$ cat config.mk
export PLATFORM = sky130hd
export DESIGN_NAME = keypad_scanner_flat
export DESIGN_NICKNAME = d
export VERILOG_FILES = /design/src/rtl/keypad_scanner_if.sv /design/src/rtl/keypad_scanner.sv /design/src/flat_wrapper.sv
export SDC_FILE = /design/constraint.sdc
export NUM_CORES = 1
export LEC_CHECK = 0
export CAP_MARGIN = 20
export CORE_ASPECT_RATIO = 0.6
export CORE_MARGIN = 8
export CORE_UTILIZATION = 35
export DETAILED_ROUTE_END_ITERATION = 16
export DONT_BUFFER_PORTS = 1
export HOLD_SLACK_MARGIN = 0.05
export PLACE_DENSITY_LB_ADDON = 0.2
export SYNTH_ARGS = -nofsm -noshare
export SYNTH_HDL_FRONTEND = slang
export SYNTH_SLANG_ARGS = --single-unit
$ cat constraint.sdc
create_clock -name clk -period 4.52 [get_ports clk]
set_input_delay 1.13 -clock clk [delete_from_list [all_inputs] [get_ports clk]]
set_output_delay 1.13 -clock clk [all_outputs]
set_load 0.005 [all_outputs]
$ cat src/rtl/keypad_scanner_if.sv
// Keypad scanner bus: column sense in, row drive and debounced key code out.
// The scanner takes the master side; the keypad/decoder side takes the slave side.
interface keypad_scanner_if;
  logic [3:0] col_sync;
  logic [3:0] row;
  logic [3:0] key;
  logic       key_valid;

  modport master (
    input  col_sync,
    output row,
    output key,
    output key_valid
  );

  modport slave (
    output col_sync,
    input  row,
    input  key,
    input  key_valid
  );
endinterface

$ cat src/rtl/keypad_scanner.sv
// 4x4 keypad row scanner with press/release debounce; emits one registered
// key code and a single-cycle strobe per accepted press.
module keypad_scanner #(
  parameter int SCAN_DIV     = 4096,
  parameter int DEBOUNCE_CNT = 8
) (
  input  logic             clk,
  input  logic             reset,
  keypad_scanner_if.master bus
);

  localparam int DIV_W = $clog2(SCAN_DIV);
  localparam int DB_W  = $clog2(DEBOUNCE_CNT + 1);
  localparam logic [DIV_W-1:0] DIV_LAST = DIV_W'(SCAN_DIV - 1);
  localparam logic [DB_W-1:0]  DB_MAX   = DB_W'(DEBOUNCE_CNT);

  typedef enum logic [1:0] {SCAN, DEBOUNCE, HELD, RELEASE} state_t;

  state_t           state_q, state_d;
  logic [DIV_W-1:0] div_q, div_d;
  logic [DB_W-1:0]  db_q, db_d;
  logic [3:0]       row_q, row_d;
  logic [1:0]       r_q, r_d;
  logic [1:0]       c_q, c_d;
  logic [3:0]       key_q, key_d;
  logic             key_valid_q, key_valid_d;

  logic             tick;
  logic             single;
  logic [1:0]       c_idx;
  logic [1:0]       r_idx;
  logic [DB_W-1:0]  db_inc;
  logic [3:0]       row_rot;

  function automatic logic [3:0] key_map(input logic [1:0] r, input logic [1:0] c);
    logic [3:0] k;
    case ({r, c})
      4'h0: k = 4'h1;  4'h1: k = 4'h2;  4'h2: k = 4'h3;  4'h3: k = 4'hA;
      4'h4: k = 4'h4;  4'h5: k = 4'h5;  4'h6: k = 4'h6;  4'h7: k = 4'hB;
      4'h8: k = 4'h7;  4'h9: k = 4'h8;  4'hA: k = 4'h9;  4'hB: k = 4'hC;
      4'hC: k = 4'hE;  4'hD: k = 4'h0;  4'hE: k = 4'hF;  default: k = 4'hD;
    endcase
    return k;
  endfunction

  // Exactly one low column is a single press; anything else is treated as no press.
  always_comb begin
    single = 1'b1;
    c_idx  = 2'd0;
    case (bus.col_sync)
      4'b1110: c_idx = 2'd0;
      4'b1101: c_idx = 2'd1;
      4'b1011: c_idx = 2'd2;
      4'b0111: c_idx = 2'd3;
      default: single = 1'b0;
    endcase
  end

  always_comb begin
    case (row_q)
      4'b1110: r_idx = 2'd0;
      4'b1101: r_idx = 2'd1;
      4'b1011: r_idx = 2'd2;
      default: r_idx = 2'd3;
    endcase
  end

  assign tick    = (div_q == DIV_LAST);
  assign db_inc  = (db_q == DB_MAX) ? DB_MAX : db_q + DB_W'(1);
  assign row_rot = {row_q[2:0], row_q[3]};

  always_comb begin
    state_d     = state_q;
    div_d       = tick ? '0 : div_q + DIV_W'(1);
    db_d        = db_q;
    row_d       = row_q;
    r_d         = r_q;
    c_d         = c_q;
    key_d       = key_q;
    key_valid_d = 1'b0;

    if (tick) begin
      case (state_q)
        SCAN: begin
          if (single) begin
            r_d  = r_idx;
            c_d  = c_idx;
            db_d = DB_W'(1);
            // A one-tick debounce accepts the key on the detection tick itself.
            if (DEBOUNCE_CNT == 1) begin
              key_d       = key_map(r_idx, c_idx);
              key_valid_d = 1'b1;
              state_d     = HELD;
            end else begin
              state_d = DEBOUNCE;
            end
          end else begin
            row_d = row_rot;
          end
        end
        DEBOUNCE: begin
          if (single && (c_idx == c_q)) begin
            db_d = db_inc;
            if (db_inc == DB_MAX) begin
              key_d       = key_map(r_q, c_q);
              key_valid_d = 1'b1;
              state_d     = HELD;
            end
          end else begin
            db_d    = '0;
            row_d   = row_rot;
            state_d = SCAN;
          end
        end
        HELD: begin
          if (bus.col_sync == 4'b1111) begin
            db_d    = DB_W'(1);
            state_d = RELEASE;
          end
        end
        default: begin
          if (bus.col_sync == 4'b1111) begin
            db_d = db_inc;
            if (db_inc == DB_MAX) begin
              db_d    = '0;
              row_d   = row_rot;
              state_d = SCAN;
            end
          end else begin
            state_d = HELD;
          end
        end
      endcase
    end
  end

  always_ff @(posedge clk) begin
    if (!reset) begin
      state_q     <= SCAN;
      div_q       <= '0;
      db_q        <= '0;
      row_q       <= 4'b1110;
      r_q         <= 2'd0;
      c_q         <= 2'd0;
      key_q       <= 4'h0;
      key_valid_q <= 1'b0;
    end else begin
      state_q     <= state_d;
      div_q       <= div_d;
      db_q        <= db_d;
      row_q       <= row_d;
      r_q         <= r_d;
      c_q         <= c_d;
      key_q       <= key_d;
      key_valid_q <= key_valid_d;
    end
  end

  assign bus.row       = row_q;
  assign bus.key       = key_q;
  assign bus.key_valid = key_valid_q;

endmodule

$ cat src/flat_wrapper.sv
// flat-port wrapper written by rule: the top's interface ports become plain ports
module keypad_scanner_flat 
#(
  parameter int SCAN_DIV     = 4096,
  parameter int DEBOUNCE_CNT = 8
)
  (clk, reset, bus_col_sync, bus_row, bus_key, bus_key_valid);
  keypad_scanner_if bus_i ();
  input  logic clk;
  input  logic reset;
  input wire logic [$bits(bus_i.col_sync)-1:0] bus_col_sync;
  output wire logic [$bits(bus_i.row)-1:0] bus_row;
  output wire logic [$bits(bus_i.key)-1:0] bus_key;
  output wire logic [$bits(bus_i.key_valid)-1:0] bus_key_valid;
  assign bus_i.col_sync = bus_col_sync;
  assign bus_row = bus_i.row;
  assign bus_key = bus_i.key;
  assign bus_key_valid = bus_i.key_valid;
  keypad_scanner #(.SCAN_DIV(SCAN_DIV), .DEBOUNCE_CNT(DEBOUNCE_CNT)) u_core (.clk(clk), .reset(reset), .bus(bus_i));
endmodule
==> Yosys cells after proc, flatten, opt, wreduce, memory -nomap -nowiden <==
Memory sizes are Yosys's and may differ from the RTL's. A register that Yosys moved wholly into a read port is not among the register bits.
Cells that the tools add are included.
{ "classes": {"add_sub_neg": 2, "n_bitwise": 2, "n_reduce_logical": 13, "muxes": 23, "eq_ne": 20} }
{ "op_table": {"columns": ["operator", "count"], "rows": [
  ["4-bit 2-to-1 mux", 10],
  ["4-bit == test (second input constant)", 9],
  ["4-bit case mux with 3 select lines", 2],
  ["2-bit case mux with 3 select lines", 3],
  ["12-bit by 1-bit adder with 12-bit output (second input constant)", 1],
  ["12-bit == test (second input constant)", 1],
  ["2-bit 2-to-1 mux", 6],
  ["4-bit AND reduction", 3],
  ["6-bit AND reduction", 1],
  ["3-bit nonzero test", 2],
  ["5-bit by 4-bit != test with 1-bit output (second input constant)", 1],
  ["5-bit AND reduction", 1],
  ["4-bit by 1-bit adder with 4-bit output (second input constant)", 1],
  ["4-bit by 3-bit == test with 1-bit output (second input constant)", 1],
  ["2-bit by 1-bit != test with 1-bit output (second input constant)", 2],
  ["2-bit != test (second input constant)", 2],
  ["4-bit OR reduction", 1],
  ["3-bit != test (second input constant)", 1],
  ["3-bit AND reduction", 1],
  ["2-bit by 1-bit == test with 1-bit output (second input constant)", 1],
  ["2-bit == test", 1],
  ["2-bit == test (second input constant)", 1],
  ["2-bit logical NOT", 1],
  ["1-bit 2-to-1 mux", 2],
  ["other kinds (4)", 5]
]} }
{ "word_totals": {"input_bits": 6, "reg_bits": 27, "rom_bits": 64, "word_cells": 68, "out_inout_bits": 9, "mem_count": 1} }
{ "mem_list": {"columns": ["name", "words", "width", "rd", "rd_clocked_by_memory_dff", "write_ports", "line_no", "rtl"], "rows": [
  ["(no name shown)", 16, 4, 1, 1, 0, "keypad_scanner.sv:37", "case ({r, c})"]
]} }

==> Depth between registers and ports, before layout <==
{ "logic_depth": {"word_depth": 6, "mapped_depth": 7, "mapped_depth_nobuf": 7} }

==> Worst setup path before layout <==
Ideal clock, no wire load.
{ "synth_path": {"kind": "input to register", "start": "input port bus_col_sync[1]", "end": "register u_core.row_q[2] (netlist: u_core.bus.row[2])", "n_path_buf": 1, "slack_ps": 1825, "arrival_ps": 2572, "setup_time_ps": 122, "cell_stages": 6, "required_time_ps": 4398, "path_cell_list": "buf_4 > or3b_1 > a211o_1 > and4_4 > o311a_4 > mux2i_1"} }
{ "synth_via": {"elab_chain_cells": 6, "elab_cells_between_ends": 14, "classes_between": "8 x eq/ne; 2 x mux; 4 x reduce/logical"} }
{ "synth_lines": {"columns": ["element", "line_no", "rtl"], "rows": [
  ["start, declared", "flat_wrapper.sv:11", "input wire logic [$bits(bus_i.col_sync)-1:0] bus_col_sync;"],
  ["4-bit by 3-bit == test with 1-bit output / 4-bit == test (equally long branches)", "keypad_scanner.sv:50", "case (bus.col_sync)"],
  ["2-bit case mux with 3 select lines / 4-bit OR reduction (equally long branches)", null, null],
  ["2-bit == test / 1-bit 2-to-1 mux (equally long branches)", "keypad_scanner.sv:102, keypad_scanner.sv:50", null],
  ["1-bit logical AND", "keypad_scanner.sv:102", "if (single && (c_idx == c_q)) begin"],
  ["2-bit != test (no source line)", null, null],
  ["6-bit AND reduction (no source line) (*)", null, null],
  ["end signal, assigned", "keypad_scanner.sv:151", "row_q <= row_d;"],
  ["end, declared", "keypad_scanner.sv:22", "logic [3:0] row_q, row_d;"]
]} }
Mark *: on every way between the ends. The rest lies on a longest branch, timed or not.
A chain may end at the register's enable or synchronous reset.

==> Final worst setup path <==
{ "layout_path": {"start": "register u_core.db_q[0]", "end": "register u_core.key_q[2] (netlist: u_core.bus.key[2])"} }
{ "layout_via": {"elab_chain_cells": 4, "elab_cells_between_ends": 5, "classes_between": "1 x add/sub; 2 x eq/ne; 1 x mux; 1 x reduce/logical"} }
{ "layout_lines": {"columns": ["element", "line_no", "rtl"], "rows": [
  ["start, declared", "keypad_scanner.sv:21", "logic [DB_W-1:0] db_q, db_d;"],
  ["start signal, assigned", "keypad_scanner.sv:141", "db_q <= '0;"],
  ["start signal, assigned", "keypad_scanner.sv:150", "db_q <= db_d;"],
  ["4-bit by 1-bit adder with 4-bit output / 4-bit == test (equally long branches)", "keypad_scanner.sv:69", "assign db_inc = (db_q == DB_MAX) ? DB_MAX : db_q + DB_W'(1);"],
  ["4-bit 2-to-1 mux (*)", "keypad_scanner.sv:69", null],
  ["4-bit == test (*)", "keypad_scanner.sv:104", "if (db_inc == DB_MAX) begin"],
  ["4-bit AND reduction (no source line) (*)", null, null],
  ["end, declared", "keypad_scanner.sv:25", "logic [3:0] key_q, key_d;"]
]} }
Marked as above.

==> impl_metrics.toml <==
[clock_tree]
cts-resized-gates = 0
cts_htree_levels = 2
cts_num_sinks = 31
cts_made_buffers = 5
clkTransAtPathRegs_ns = 0.07
insertion_delay_ns = 0.28
cts_root_buffer = "clkbuf_8"
cts_hold_buf = 0
cts_setup_buffers = 0
cts_tree = "done"
cts_buffer_depth = 2

[power]
p_int_uw = 460
switchingPower_uw = 120
vdd_drop_max_uv = 160
total_power_uw = 580
p_comb_frac = 0.027
seq_power_share = 0.479
power_leakage_nw = 0.660
clockPowerShare = 0.494
power.share.switching = 0.207
p_per_area_nw_per_um2 = 308

[die]
coreArea_sq_um = 4660
initial_core_util = 0.369
dieWidth_microns = 107
die_y_microns = 70.3
core.rowCount = 19
dieArea_sq_um = 7490
ios = 15

[timing]
setup_viol = 0
relSlewSlack = 0.647
maxSlewViolCount = 0
clock_skew_ns = 0.00336
period_needed_ns = 2.39
rsz0062_at_grt = "no"
max_freq_mhz = 418
finalCritPeriodShare = 0.529
finalHoldViolCount = 0
setup_ws_ns = 2.13
whs_ns = 0.487
tns_ns = 0
max_slew.worst_pin.slew_ns = 0.527

[routing]
drtAntennaViolNets = 0
drt_iter0_markers = 40
routedWlPerCell_microns = 14.1
vias = 1366
post_drt_via_cell_ratio = 5.25
drc = 0
dr.pass1.iters = 5
routed_wl_mm = 3.66

[critical_path]
cp-end-kind = "register"
critPathMaxFanout = 6
start_kind = "register"
path_class = "register to register"
critPathRequiredTime_ns = 4.68
arrival_ns = 2.55

[synthesis]
synth_top_area_frac = 0.361
synth.largest_area_cell = "dfxtp_1"
ys_types = 46
async_flop_share = 0
ys_ff_latch = 31
syn_avg_cell_area_sq_um = 8.78
netlist_top_cells_area = "dfxtp_1 36%, ha_1 5.8%, xor2_1 5.1%"
netlist_instances = 196
yosys_most_used_dff = "dfxtp_1"
ys_seq_area_frac = 0.361
netlist_area_sq_um = 1720
synth_nets = 210
synth_common_cells = "31 x dfxtp_1, 17 x nor2_1, 15 x nand2_1"
yosysWarnings = 0
yosysMostFrequentCell = "dfxtp_1"
synth_edf_count = 0

[global_routing]
antenna_found_initial = 0
grt_pass1_vias = 1244
overflow = 0
grt_max_degree = 18
track_usage = 0.105
grt_pass1_wl_mm = 6.29

[cells_and_area]
finalInstanceArea_sq_um = 1880
drive_gt1_frac = 0.0711
nNetsFinal = 210
area_growth_pct = 9.53
antennaDiodeCount = 0

[min_path]
hold_path.class = "register to register"

[placement]
place_hpwl_mm = 2.68
io_buffers = 0
post-place-ws_ns = 1.85
post_dp_cell_area_sq_um = 1770
gp_congestion = 0.789

[run_status]
status = "finished, final reports clean"

[run]
cap_violations = 0
registers in the layout, summed over array words and instances, names as in the netlist:
signal / cells
u_core.r_q: 2
u_core.state_q: 2
u_core.bus.key: 4
u_core.bus.row: 4
u_core.div_q: 12
u_core.db_q: 4
u_core.bus.key_valid: 1
u_core.c_q: 2
per-layer routing:
layer	vias to the layer above	routed length, microns	part of all wire	global-route usage
met5	-	0	0	0
met4	0	51	0.014	0.0465
met1	618	2080	0.57	0.156
met2	35	1320	0.36	0.126
li1	708	-	-	-
met3	5	218	0.060	0.0339
path summary, 6_finish.rpt:
path                   start                 to  slack (ns)  depth (start not counted)
min          u_core.div_q[0]    u_core.div_q[0]        0.49                          1
max           u_core.db_q[0]  u_core.bus.key[2]        2.13                          7
max reg2reg   u_core.db_q[0]  u_core.bus.key[2]        2.13                          7
min reg2reg  u_core.div_q[0]    u_core.div_q[0]        0.49                          1
area by class of cell:
| class | count | area, sq um |
|---|---|---|
| fill | 496 | 2780 |
| multi-input combinational | 150 | 1040 |
| sequential | 31 | 621 |
| clock buffer | 6 | 82.6 |
| tap | 63 | 78.8 |
| clock inverter | 2 | 35.0 |
| inverter | 8 | 30.0 |
power groups by stage:
stage / registers [mW] / logic [mW] / clock network (mW)
2_1_floorplan: 0.284 / 0.0168 / 0
3_5_place_dp: 0.284 / 0.0155 / 0
5_1_grt: 0.278 / 0.0184 / 0.308
6_report: 0.278 / 0.0158 / 0.287
3_3_place_gp: 0.284 / 0.0158 / 0
4_1_cts: 0.278 / 0.0158 / 0.297
placed cells by master (no fill, tap or decap), types with 2 or more instances in the layout:
master,n
dfxtp_1,31
nor2_1,17
nand2_1,15
a21oi_1,12
nand3_1,12
xor2_1,10
o21ai_0,9
mux2i_1,8
ha_1,8
inv_1,7
nand4_1,6
clkbuf_8,6
or3_1,4
and4_1,3
and3_1,3
xnor2_1,3
o211ai_1,3
nand2b_1,3
nor3_1,3
a31oi_1,3
nand4b_1,2
nand3b_1,2
nor3b_1,2
o2111ai_1,2
nor2b_1,2
metrics by stage:
stage,util,instances
4_1_cts,0.404,260
2_1_floorplan,-,196
3_3_place_gp,0.379,252
5_1_grt,0.404,260
3_5_place_dp,0.379,252
6_report,0.404,260
critical path, cell delays in order, from the launching register on:
cell,delay [ns]
dfxtp_1,0.39
inv_1,0.08
ha_1,0.33
nand2b_1,0.16
o32a_1,0.38
or4b_1,0.59
a2111oi_2,0.26
nor3_1,0.07
logic make-up (layout without fill, tap and decap cells):
| logic type | count (synthesis) | in the layout | synth area share |
|---|---|---|---|
| fa+ha+maj | 8 | 8 | 0.0582 |
| simple gates | 82 | 82 | 0.267 |
| buf+inv | 15 | 16 | 0.0364 |
| flops | 31 | 31 | 0.361 |
| compound gates | 37 | 37 | 0.145 |
| mux | 10 | 10 | 0.0662 |
| xor+xnor | 13 | 13 | 0.0662 |
Power figures use the tool's default switching activity.
